===== src/rtl/vga_pkg.sv =====
`default_nettype none
// ============================================================================
// Module      : vga_pkg
// Description : Shared VGA timing constants and helpers. The default 640x480
//               timing lives here so that the sync generator and the
//               graphic-side modules agree on screen limits and totals.
//
//               Contents:
//                 VGA_CLK_DIV        system clocks per pixel (default 4)
//                 VGA_H_* / VGA_V_*  horizontal (pixels) / vertical (lines)
//                 VGA_H_TOTAL        pixels per line, including blanking
//                 VGA_V_TOTAL        lines per frame, including blanking
//                 coord_t            pixel column / row coordinate type
//                 sync_t             packed pair of active-low sync levels
//                 in_window()        half-open range test lo <= v < hi
// Revision    : 1.0 - initial release
// ============================================================================
package vga_pkg;

    localparam int unsigned VGA_CLK_DIV   = 4;

    localparam int unsigned VGA_H_DISPLAY = 640;
    localparam int unsigned VGA_H_FP      = 16;
    localparam int unsigned VGA_H_SYNC    = 96;
    localparam int unsigned VGA_H_BP      = 48;

    localparam int unsigned VGA_V_DISPLAY = 480;
    localparam int unsigned VGA_V_FP      = 10;
    localparam int unsigned VGA_V_SYNC    = 2;
    localparam int unsigned VGA_V_BP      = 33;

    localparam int unsigned VGA_H_TOTAL =
        VGA_H_DISPLAY + VGA_H_FP + VGA_H_SYNC + VGA_H_BP;
    localparam int unsigned VGA_V_TOTAL =
        VGA_V_DISPLAY + VGA_V_FP + VGA_V_SYNC + VGA_V_BP;

    // 11 bits covers every total up to 2047, ample for any VGA-class mode.
    localparam int unsigned COORD_W = 11;

    typedef logic [COORD_W-1:0] coord_t;

    // Both sync outputs are active low; the idle value of this struct is 2'b11.
    typedef struct packed {
        logic hsync;
        logic vsync;
    } sync_t;

    // Half-open window test used for the sync pulse regions.
    function automatic logic in_window(input coord_t v,
                                       input coord_t lo,
                                       input coord_t hi);
        return (v >= lo) && (v < hi);
    endfunction

endpackage : vga_pkg
`default_nettype wire


===== src/rtl/vga_pixel_div.sv =====
`default_nettype none
// ============================================================================
// Module      : vga_pixel_div
// Description : Pixel clock-enable generator. A free-running divider counts
//               0..CLK_DIV-1 and wraps; pixel_tick is high for the single clk
//               in which the divider sits at its last value, so the registers
//               that consume it advance on every CLK_DIV-th rising edge.
//
//               Ports:
//                 clk         system clock
//                 reset       asynchronous, active-low reset
//                 pixel_tick  one-clk pixel enable strobe
// Revision    : 1.0 - initial release
// ============================================================================
module vga_pixel_div #(
    parameter int unsigned CLK_DIV = 4
) (
    input  logic clk,
    input  logic reset,
    output logic pixel_tick
);

    // CLK_DIV >= 2, so $clog2 is at least 1 and holds 0..CLK_DIV-1.
    localparam int unsigned        DIV_W    = $clog2(CLK_DIV);
    localparam logic [DIV_W-1:0]   DIV_LAST = DIV_W'(CLK_DIV - 1);

    logic [DIV_W-1:0] div_cnt;

    always_ff @(posedge clk or negedge reset) begin
        if (!reset) begin
            div_cnt <= '0;
        end else if (div_cnt == DIV_LAST) begin
            div_cnt <= '0;
        end else begin
            div_cnt <= div_cnt + 1'b1;
        end
    end

    // Decoded from the counter rather than registered: with the counter
    // cleared by reset the strobe is low for the whole reset period, and the
    // first CLK_DIV-1 edges after release are spent counting up to it.
    assign pixel_tick = (div_cnt == DIV_LAST);

endmodule : vga_pixel_div
`default_nettype wire


===== src/rtl/vga_sync.sv =====
`default_nettype none
// ============================================================================
// Module      : vga_sync
// Description : VGA timing generator. Produces pixel column/row counters, the
//               visible-area flag, a frame-wrap pulse, and registered
//               active-low hsync/vsync plus blanked colour. Sync and colour
//               registers load on the pixel tick from the position *before*
//               it advances, so they trail x/y by exactly one pixel period;
//               this gives the pixel generator CLK_DIV-1 clks to produce
//               rgb_in for the new x/y before it is captured.
//
//               Ports:
//                 clk          system clock
//                 reset        asynchronous, active-low reset
//                 rgb_in[7:0]  colour for the current x,y
//                 x[10:0]      current pixel column
//                 y[10:0]      current pixel row
//                 pixel_tick   one-clk pixel enable strobe
//                 video_on     x,y inside the visible area (combinational)
//                 frame_start  one-clk pulse on the tick that wraps to 0,0
//                 hsync        active-low horizontal sync (registered)
//                 vsync        active-low vertical sync (registered)
//                 rgb[7:0]     registered colour, forced to 0 when blanked
// Revision    : 1.0 - initial release
// ============================================================================
module vga_sync
    import vga_pkg::*;
#(
    parameter int unsigned CLK_DIV   = VGA_CLK_DIV,
    parameter int unsigned H_DISPLAY = VGA_H_DISPLAY,
    parameter int unsigned H_FP      = VGA_H_FP,
    parameter int unsigned H_SYNC    = VGA_H_SYNC,
    parameter int unsigned H_BP      = VGA_H_BP,
    parameter int unsigned V_DISPLAY = VGA_V_DISPLAY,
    parameter int unsigned V_FP      = VGA_V_FP,
    parameter int unsigned V_SYNC    = VGA_V_SYNC,
    parameter int unsigned V_BP      = VGA_V_BP
) (
    input  logic               clk,
    input  logic               reset,
    input  logic [7:0]         rgb_in,
    output logic [COORD_W-1:0] x,
    output logic [COORD_W-1:0] y,
    output logic               pixel_tick,
    output logic               video_on,
    output logic               frame_start,
    output logic               hsync,
    output logic               vsync,
    output logic [7:0]         rgb
);

    localparam int unsigned H_TOTAL = H_DISPLAY + H_FP + H_SYNC + H_BP;
    localparam int unsigned V_TOTAL = V_DISPLAY + V_FP + V_SYNC + V_BP;

    localparam coord_t X_LAST   = coord_t'(H_TOTAL - 1);
    localparam coord_t Y_LAST   = coord_t'(V_TOTAL - 1);
    localparam coord_t X_VIS    = coord_t'(H_DISPLAY);
    localparam coord_t Y_VIS    = coord_t'(V_DISPLAY);
    localparam coord_t HS_START = coord_t'(H_DISPLAY + H_FP);
    localparam coord_t HS_END   = coord_t'(H_DISPLAY + H_FP + H_SYNC);
    localparam coord_t VS_START = coord_t'(V_DISPLAY + V_FP);
    localparam coord_t VS_END   = coord_t'(V_DISPLAY + V_FP + V_SYNC);

    localparam sync_t  SYNC_IDLE = '{hsync: 1'b1, vsync: 1'b1};

    logic   tick;
    logic   x_last;
    logic   y_last;
    logic   in_hsync;
    logic   in_vsync;
    sync_t  sync_q;
    sync_t  sync_next;

    // ------------------------------------------------------------------------
    // Pixel enable
    // ------------------------------------------------------------------------
    vga_pixel_div #(
        .CLK_DIV    (CLK_DIV)
    ) u_pixel_div (
        .clk        (clk),
        .reset      (reset),
        .pixel_tick (tick)
    );

    assign pixel_tick = tick;

    // ------------------------------------------------------------------------
    // Position counters: x runs 0..H_TOTAL-1, y advances on each x wrap.
    // ------------------------------------------------------------------------
    assign x_last = (x == X_LAST);
    assign y_last = (y == Y_LAST);

    always_ff @(posedge clk or negedge reset) begin
        if (!reset) begin
            x <= '0;
            y <= '0;
        end else if (tick) begin
            if (x_last) begin
                x <= '0;
                if (y_last) begin
                    y <= '0;
                end else begin
                    y <= y + 1'b1;
                end
            end else begin
                x <= x + 1'b1;
            end
        end
    end

    // ------------------------------------------------------------------------
    // Decodes on the current (pre-advance) position
    // ------------------------------------------------------------------------
    assign video_on    = (x < X_VIS) && (y < Y_VIS);
    assign frame_start = tick && x_last && y_last;

    assign in_hsync = in_window(x, HS_START, HS_END);
    assign in_vsync = in_window(y, VS_START, VS_END);

    always_comb begin
        sync_next       = SYNC_IDLE;
        sync_next.hsync = ~in_hsync;
        sync_next.vsync = ~in_vsync;
    end

    // ------------------------------------------------------------------------
    // Output registers. Loading them on the same tick that moves x/y is what
    // produces the one-pixel lag: they always describe the pixel just left.
    // Reset returns both syncs to idle so no partial pulse survives it.
    // ------------------------------------------------------------------------
    always_ff @(posedge clk or negedge reset) begin
        if (!reset) begin
            sync_q <= SYNC_IDLE;
            rgb    <= 8'h00;
        end else if (tick) begin
            sync_q <= sync_next;
            rgb    <= video_on ? rgb_in : 8'h00;
        end
    end

    assign hsync = sync_q.hsync;
    assign vsync = sync_q.vsync;

endmodule : vga_sync
`default_nettype wire


===== config.mk =====
export PLATFORM = sky130hd
export DESIGN_NAME = vga_sync
export DESIGN_NICKNAME = d
export VERILOG_FILES = /design/src/rtl/vga_pkg.sv /design/src/rtl/vga_pixel_div.sv /design/src/rtl/vga_sync.sv
export SDC_FILE = /design/constraint.sdc
export NUM_CORES = 1
export LEC_CHECK = 0
export ABC_CLOCK_PERIOD_IN_PS = 2220
export BUFFER_PORTS_ARGS = -buffer_cell sky130_fd_sc_hd__buf_2
export CAP_MARGIN = 10
export CORE_MARGIN = 1.5
export CORE_UTILIZATION = 51
export DETAILED_ROUTE_END_ITERATION = 16
export PLACE_DENSITY = 0.78
export SLEW_MARGIN = 25
export SYNTH_ARGS = -nofsm -noshare
export SYNTH_HDL_FRONTEND = slang
export SYNTH_SLANG_ARGS = --single-unit
export TNS_END_PERCENT = 5

===== constraint.sdc =====
create_clock -name clk -period 2.22 [get_ports clk]
set_input_delay 0.222 -clock clk [delete_from_list [all_inputs] [get_ports clk]]
set_output_delay 0.222 -clock clk [all_outputs]
set_load 0.01 [all_outputs]

**Yosys cells after proc, flatten, opt, wreduce, memory -nomap -nowiden**

Index checks and enable logic that the tools add are counted.

- Latch bits: 0
- Bits in read-only memories: 0
- Memories kept: 0
- Output and inout port bits: 35
- Logic and storage cells: 30
- Memory bits (writable): 0
- Register bits after elaboration: 34

- Add/subtract/negate cells: 3
- Order comparisons: 6
- Shift-type cells: 0
- Muxes and demuxes: 4
- Reductions and logical operators: 6
- Equality and inequality tests: 3
- Multipliers: 0
- Div/mod/pow operators: 0
- Bitwise gates (word level): 2

Operator list:

| kind | number |
|---|---|
| 11-bit by 1-bit adder with 11-bit output, second input constant | 2 |
| 11-bit by 10-bit equality test with 1-bit output, second input constant | 2 |
| 11-bit by 10-bit less-than comparator with 1-bit output, second input constant | 2 |
| 11-bit by 9-bit less-than comparator with 1-bit output, second input constant | 2 |
| 11-bit two-way mux | 2 |
| 11-bit by 10-bit >= comparator with 1-bit output, second input constant | 1 |
| 11-bit by 9-bit >= comparator with 1-bit output, second input constant | 1 |
| 8-bit two-way mux | 1 |
| 1-bit logical AND | 5 |
| 2-bit by 1-bit adder with 2-bit output, second input constant | 1 |
| 2-bit equality test, second input constant | 1 |
| 2-bit two-way mux | 1 |
| 1-bit NOT | 2 |
| 2-bit AND reduction | 1 |

**Depth between registers and ports, before layout**

Gate-level depths: netlist of the first run.

- Depth in word-level cells: 3
- Mapped depth: 7
- Mapped depth without buffers: 6

**Hierarchy**

A second synthesis of the first run with hierarchy kept.

- Cell total of the unflattened synthesis: 174
- Area, all modules: 1,680.4 µm²

By module, submodules not included:

| module | sequential area each (µm²) | times used | area each (µm²) | cells an instance |
|---|---|---|---|---|
| vga_sync | 803.3 | 1 | 1,614.0 | 170 |
| vga_pixel_div | 50.0 | 1 | 66.3 | 4 |

**Least setup slack after synthesis of the first run**

Ideal clock, no wire load.

- Path type: reg2reg
- Start point: reg u_pixel_div.div_cnt[0]
- End point: reg y[6]
- Required time: 2,137 ps
- Path buffers: 1
- Slack: 63 ps
- Stages on the path, launching flop included: 7
- Data arrival time: 2,074 ps
- Period minus slack after synthesis: 2,157 ps
- Path through: dfrtp_1 > ha_1 > buf_2 > nand4_1 > or4_4 > or4_1 > o21ai_0

- Word-level cells in the longest chain between the ends: 2

RTL lines:

| element | RTL line | text |
|---|---|---|
| start, declared | vga_pixel_div.sv:27 | `logic [DIV_W-1:0] div_cnt;` |
| start signal, assigned | vga_pixel_div.sv:35 | `div_cnt <= div_cnt + 1'b1;` |
| 2-bit equality test | vga_pixel_div.sv:42 | `assign pixel_tick = (div_cnt == DIV_LAST);` |
| named net pixel_tick | vga_sync.sv:44 | `output logic pixel_tick,` |
| 2-bit AND reduction (no source line) | - |  |
| end signal, assigned | vga_sync.sv:103 | `y <= y + 1'b1;` |
| end, declared | vga_sync.sv:43 | `output logic [COORD_W-1:0] y,` |

The timed path passes the listed nets, and every way through them passes these cells.
A chain may end at the register's enable or synchronous reset.

**Worst setup path after layout of the first run**

- Start point: reg x[7]
- End point: out frame_start

- Word-level cells in the longest chain between the ends: 3

RTL lines:

| element | RTL line | text |
|---|---|---|
| start, declared | vga_sync.sv:42 | `output logic [COORD_W-1:0] x,` |
| start signal, assigned | vga_sync.sv:106 | `x <= x + 1'b1;` |
| 11-bit by 10-bit equality test with 1-bit output | vga_sync.sv:90 | `assign x_last = (x == X_LAST);` |
| 1-bit logical AND (2 in a row) | vga_sync.sv:115 | `assign frame_start = tick && x_last && y_last;` |
| end, declared | vga_sync.sv:46 | `output logic frame_start,` |

No other way between the ends.

==> run summary, run 1 <==
Cell Area, Placed: 1970 um^2
Critical path origin: x[7]$_DFFE_PN0P_
Tot GR Track Use: 22.8%
Core ar.: 3080 um^2
Power Density: 502 nW/um^2
Maxcap violations: 0
Die Y: 60.1 um
Peak Freq: 441 MHz
HP Class: in -> reg
Setup crit end: frame_start
Final core occ: 66.4%
DRC: 0
Nets@finish: 242
Most frequent cell after synthesis: dfrtp_1
Share of cells above drive strength 1: 27.9%
# diodes: 0
Failing checks: negative setup slack
Yosys warning count: 0
Post-Syn Area: 1670 um^2
Synth area leader: dfrtp_1
Total Wirelength: 3790 um
Critical path type: reg -> out
Top cell type's share of synthesized area: 48.1%
Reg2reg path depth: 4
Largest cells by area after synthesis: dfrtp_1 (48%), nand2_1 (4.7%), inv_1 (3.4%), o22ai_1 (3.4%), dfstp_2 (3.2%)
DIE AREA: 3620 um^2
GP Congestion: 0.850
Vias in the first global route: 1346
Total chip power: 0.00103 W
Vias per Instance: 5.59
Most frequent cells after synthesis: dfrtp_1 (32), nand2_1 (21), inv_1 (15), nor2_1 (10)
Endpoint class of the critical path: primary output
Clk sinks: 34
Fin area: 2040 um^2
Global-route wire length before repair: 6090 um
Post-route antenna net violation count: 0
Number of buffers created by CTS: 5
Starting density of the core: 54.1%
Rel. slew slack: 49.6%
Status: finished with violations
Total negative slack: -0.0488 ns
Final slew viol count: 0
CTS H-tree depth: 2
Via count: 1525
Number of flops mapped to enable cells by yosys: 0
DRT Pass-1 Iters: 4
Leakage: 0.991 nW
PortBufs: 44
Final WS setup: -0.0488 ns
Syn_nets: 189
Largest net degree at the start of global routing: 35
Post-synth ARST share: 100%
# IOs: 45
Aggregate global routing overflow: 0
Worst-Margin Slew: 0.756 ns
Skew final: 0.0112 ns
# rows: 20
Synth Instances: 175
Critical path startpoint category: register
R2r setup slk: 0.09 ns
Most used DFF post-synth: dfrtp_1
TritonCTS clock tree: yes
Distinct cells, synth: 32
Clock Latency Late Sink: 0.34 ns
Setup violators final: 1
Area Growth Syn to Fin: 22.8%
FF-to-FF End: y[6]$_DFFE_PN0P_
Sequential share of the synthesized area: 51.2%
DP HPWL: 2690 um
Crit Path Max Fanout: 12
Peak VDD IR: 232 uV
Initial antenna violation count: 0
Period Utilization, post-route: 102%
Unrepaired setup endpoints after global routing: yes
Crit path time final: 2.27 ns
Max clock buf depth: 2
Syn_area_per_cell: 9.52 um^2
CP arrival: 2.05 ns
RR Startpoint: x[7]$_DFFE_PN0P_
Hold Slack: 0.121 ns
Clock-pin slew of the registers on the worst-case setup and hold paths: 0.10 ns
Drt first-iter violations: 86
Final Hold Viols: 0
Clk Tree Root Cell: clkbuf_4
Yosys reg bits: 34
Avg WL per Cell: 13.9 um
CP Data Required Time: 2.00 ns
Die Wd: 60.1 um
-- worst max-delay path: stages, from the launching register on --
cell     delay (ns)
dfrtp_1        0.39
or4b_4         0.55
or4_4          0.51
nor2_2         0.12
buf_2          0.14
-- how the worst min path moves through the flow --
stage | startpoint | to | slack [ns] | cells after the start
2_1_floorplan | reset | rgb[0]$_DFFE_PN0P_ | -0.07 | 0
5_1_grt | rgb_in[5] | rgb[5]$_DFFE_PN0P_ | 0.10 | 3
4_1_cts | rgb_in[4] | rgb[4]$_DFFE_PN0P_ | 0.11 | 3
3_3_place_gp | reset | y[10]$_DFFE_PN0P_ | 0.32 | 1
6_report | rgb_in[4] | rgb[4]$_DFFE_PN0P_ | 0.12 | 3
3_5_place_dp | reset | rgb[3]$_DFFE_PN0P_ | 0.33 | 1
-- kinds of logic (layout without fill, tap and decap cells) --
kind of cell / count (synthesis) / after routing / share of synthesized area [%]
flip-flops: 34 / 34 / 51.2
XOR/XNOR: 9 / 9 / 4.73
AND/OR/NAND/NOR: 75 / 75 / 24.3
AO/OA/AOI/OAI: 30 / 30 / 11.0
multiplexers: 1 / 1 / 0.601
buffers and inverters: 22 / 76 / 5.11
adder cells (fa/ha/maj): 4 / 4 / 3.01
-- layout by cell type, fill, tap and decap left out, drive strengths merged --
cell type	n
o21bai	1
nand2	21
nor2	10
nor4b	2
xor2	4
o22ai	9
and4	4
ha	4
dfstp	2
a22o	4
dfrtp	32
nor3b	2
clkbuf	7
clkinv	1
or3	3
a31oi	1
a21oi	5
inv	15
a21o	1
and3	2
nor4	4
mux2i	1
dlygate4sd3	1
xnor2	5
o21ai	9
nand4	6
nand2b	2
or4b	1
buf	52
nor3	6
nand3	9
or4	3
-- power by group --
group	internal (W)	switching (W)
clock	0.000153	0.000204
sequential	0.000626	0.00000352
combinational	0.0000157	0.0000238
total	0.000796	0.000231
-- sequential cells by signal, summed over array words and instances, names as in the netlist --
register	cells
hsync	1
vsync	1
u_pixel_div.div_cnt	2
x	11
y	11
rgb	8
-- through the flow --
step | worst slack (ns) | instances
2_1_floorplan | 0.0634 | 175
3_3_place_gp | 0.185 | 264
3_5_place_dp | 0.133 | 264
4_1_cts | -0.0601 | 273
5_1_grt | -0.134 | 273
6_report | -0.0488 | 273
-- layout make-up --
class | count | area (um^2)
fillers | 264 | 1030
repair buffers | 53 | 290
well taps | 44 | 55.1
inverters | 15 | 56.3
clock buffers | 7 | 55.1
flip-flops and latches | 34 | 853
multi-input cells | 119 | 729
clock inverters | 1 | 5.00
-- routing by layer --
| layer | track usage [%] | share of wire [%] |
|---|---|---|
| met4 | 8.57 | 1.2 |
| met1 | 30.2 | 43 |
| met5 | 0 | 0 |
| met3 | 5.19 | 7.5 |
| met2 | 36.3 | 48 |
-- timing repair --
item | CTS | global route
gates resized for setup | 0 | 1
buffers inserted | 1 | 0
setup endpoints to repair | 1 | 1
endpoints found under the hold margin | 32 | 0
hold buffers | 1 | 0
No activity file was read; power rests on OpenSTA's default activity.
==> run 2, diff against run 1 <==
PLACE_DENSITY = 0.87   (was 0.78)
==> run 2 against run 1 <==
  * The flow still finishes with violations (negative setup slack)
  * Critical path depth did not move
  * Cell area rose by 1.6%
  * First-iteration DRC count fell by 21%
  * Routed wire length fell by 1.5%
  * Clock skew fell by 0.0070 ns
  * Largest cell class unchanged
==> run summary, run 2 (same netlist as run 1, synthesis figures left out) <==
Status: finished with violations
Failing checks: negative setup slack
Top routing layer used: met4
Critical path startpoint category: register
# rows: 20
# diodes: 0
Starting density of the core: 54.1%
Skew final: 0.00424 ns
Die Y: 60.1 um
Largest net degree at the start of global routing: 35
HP Class: in -> reg
Hold path depth: 3
Period Utilization, post-route: 104%
Gate power share: 3.9%
Cell Area, Placed: 1970 um^2
Area Growth Syn to Fin: 24.7%
Maxcap violations: 0
Global-route wire length before repair: 5980 um
Peak VDD IR: 380 uV
Avg WL per Cell: 13.5 um
Critical path type: reg -> out
Peak Freq: 434 MHz
Aggregate global routing overflow: 0
Crit Path Max Fanout: 8
Final WS setup: -0.0842 ns
Tot GR Track Use: 22.5%
Hold Slack: 0.115 ns
Fin area: 2080 um^2
Vias per Instance: 5.46
Drt first-iter violations: 68
GP Congestion: 0.896
Vias in the first global route: 1332
M1 wire length: 1700 um
PortBufs: 44
Number of buffers created by CTS: 5
Final Hold Viols: 0
Final Non-Filler Cells: 277
Post-route antenna net violation count: 0
Share of cells above drive strength 1: 30.0%
Clk sinks: 34
Clk Tree Root Cell: clkbuf_4
Int Power: 0.000756 W
DP HPWL: 2650 um
Nets@finish: 247
Commonest non-fill, non-tap cell in the layout: buf_2
Leakage: 1.01 nW
Switch share: 23.4%
Via count: 1513
Clock-pin slew of the registers on the worst-case setup and hold paths: 0.10 ns
DRT Pass-1 Iters: 4
Clock share of power: 32.2%
CTS H-tree depth: 2
Register share of total power: 63.8%
Worst-Margin Slew: 0.736 ns
Reg2reg path depth: 5
NetSw: 0.000231 W
Routed wl met3: 262 um
Unrepaired setup endpoints after global routing: yes
CP arrival: 2.08 ns
DIE AREA: 3620 um^2
Clock Latency Late Sink: 0.33 ns
Crit path time final: 2.30 ns
Die Wd: 60.1 um
DP Worst Slack: 0.118 ns
Total negative slack: -0.0842 ns
TritonCTS clock tree: yes
Endpoint class of the critical path: primary output
Core ar.: 3080 um^2
Met2 WL post-DR: 1740 um
Placed cells: 264
Rel. slew slack: 50.9%
Final slew viol count: 0
Max clock buf depth: 2
Setup violators final: 1
# IOs: 45
Initial antenna violation count: 0
Biggest regs: x x11, y x11, rgb x8
Most frequent cells in the layout: buf_2 (44), dfrtp_1 (32), nand2_1 (21)
CP Data Required Time: 2.00 ns
Power Density: 475 nW/um^2
DRC: 0
Total Wirelength: 3740 um
-- run 2: cell types whose count changed in the layout (fill, tap and decap cells not counted), sizes merged --
cell    before  now
buf         52   57
clkbuf       7    5
clkinv       1    2
-- run 2: final cells by class --
| cell class | instances | area (um^2) |
|---|---|---|
| clock inverters | 2 | 10.0 |
| inverters | 15 | 56.3 |
| fillers | 271 | 1000 |
| flip-flops and latches | 34 | 853 |
| multi-input cells | 119 | 737 |
| repair buffers | 58 | 328 |
| clock buffers | 5 | 37.5 |
| well taps | 44 | 55.1 |
-- run 2: path summary, 6_finish.rpt --
| kind | start | endpoint | slack [ns] |
|---|---|---|---|
| max in group asynchronous | reset | x[0]$_DFFE_PN0P_ | 1.27 |
| min in group asynchronous | reset | rgb[5]$_DFFE_PN0P_ | 0.48 |
| min reg2reg | u_pixel_div.div_cnt[0]$_DFF_PN0_ | u_pixel_div.div_cnt[0]$_DFF_PN0_ | 0.44 |
| max reg2reg | x[5]$_DFFE_PN0P_ | y[1]$_DFFE_PN0P_ | 0.07 |
| min | rgb_in[1] | rgb[1]$_DFFE_PN0P_ | 0.12 |
| max | x[5]$_DFFE_PN0P_ | frame_start | -0.08 |
-- run 2: repair_timing --
item / CTS / global route
gates cloned: 0 / 0
gates resized for setup: 0 / 4
setup endpoints to repair: 1 / 2
pin swaps: 0 / 4
endpoints found under the hold margin: 32 / 0
buffers inserted: 1 / 5
hold buffers: 1 / 0
-- run 2: metal layers --
metal,GRT usage (%),vias to the layer above
li1,-,736
met1,31.1,706
met2,33.9,69
met3,5.84,2
met4,8.25,0
met5,0,-
-- run 2: metrics by stage --
| step | total power [W] | utilization (%) |
|---|---|---|
| final | 0.000986 | 67.5 |
| after detailed placement | 0.000681 | 64.1 |
| after CTS | 0.00101 | 65.9 |
| after global placement | 0.000680 | 64.1 |
| after floorplan | 0.000653 | - |
| after global routing | 0.00103 | 67.5 |
-- run 2: worst max-delay path: stages (launching register included) --
cell and delay (ns):
dfrtp_1 0.40, or4b_4 0.54, or4_4 0.59, nor2_2 0.09
buf_2 0.13
-- run 2: power groups by stage --
stage / Clock (W) / Sequential [W] / Combinational [W]
2_1_floorplan: 0 / 0.000646 / 0.00000671
3_3_place_gp: 0 / 0.000641 / 0.0000383
3_5_place_dp: 0 / 0.000642 / 0.0000388
4_1_cts: 0.000335 / 0.000630 / 0.0000403
5_1_grt: 0.000359 / 0.000631 / 0.0000448
6_report: 0.000318 / 0.000630 / 0.0000387
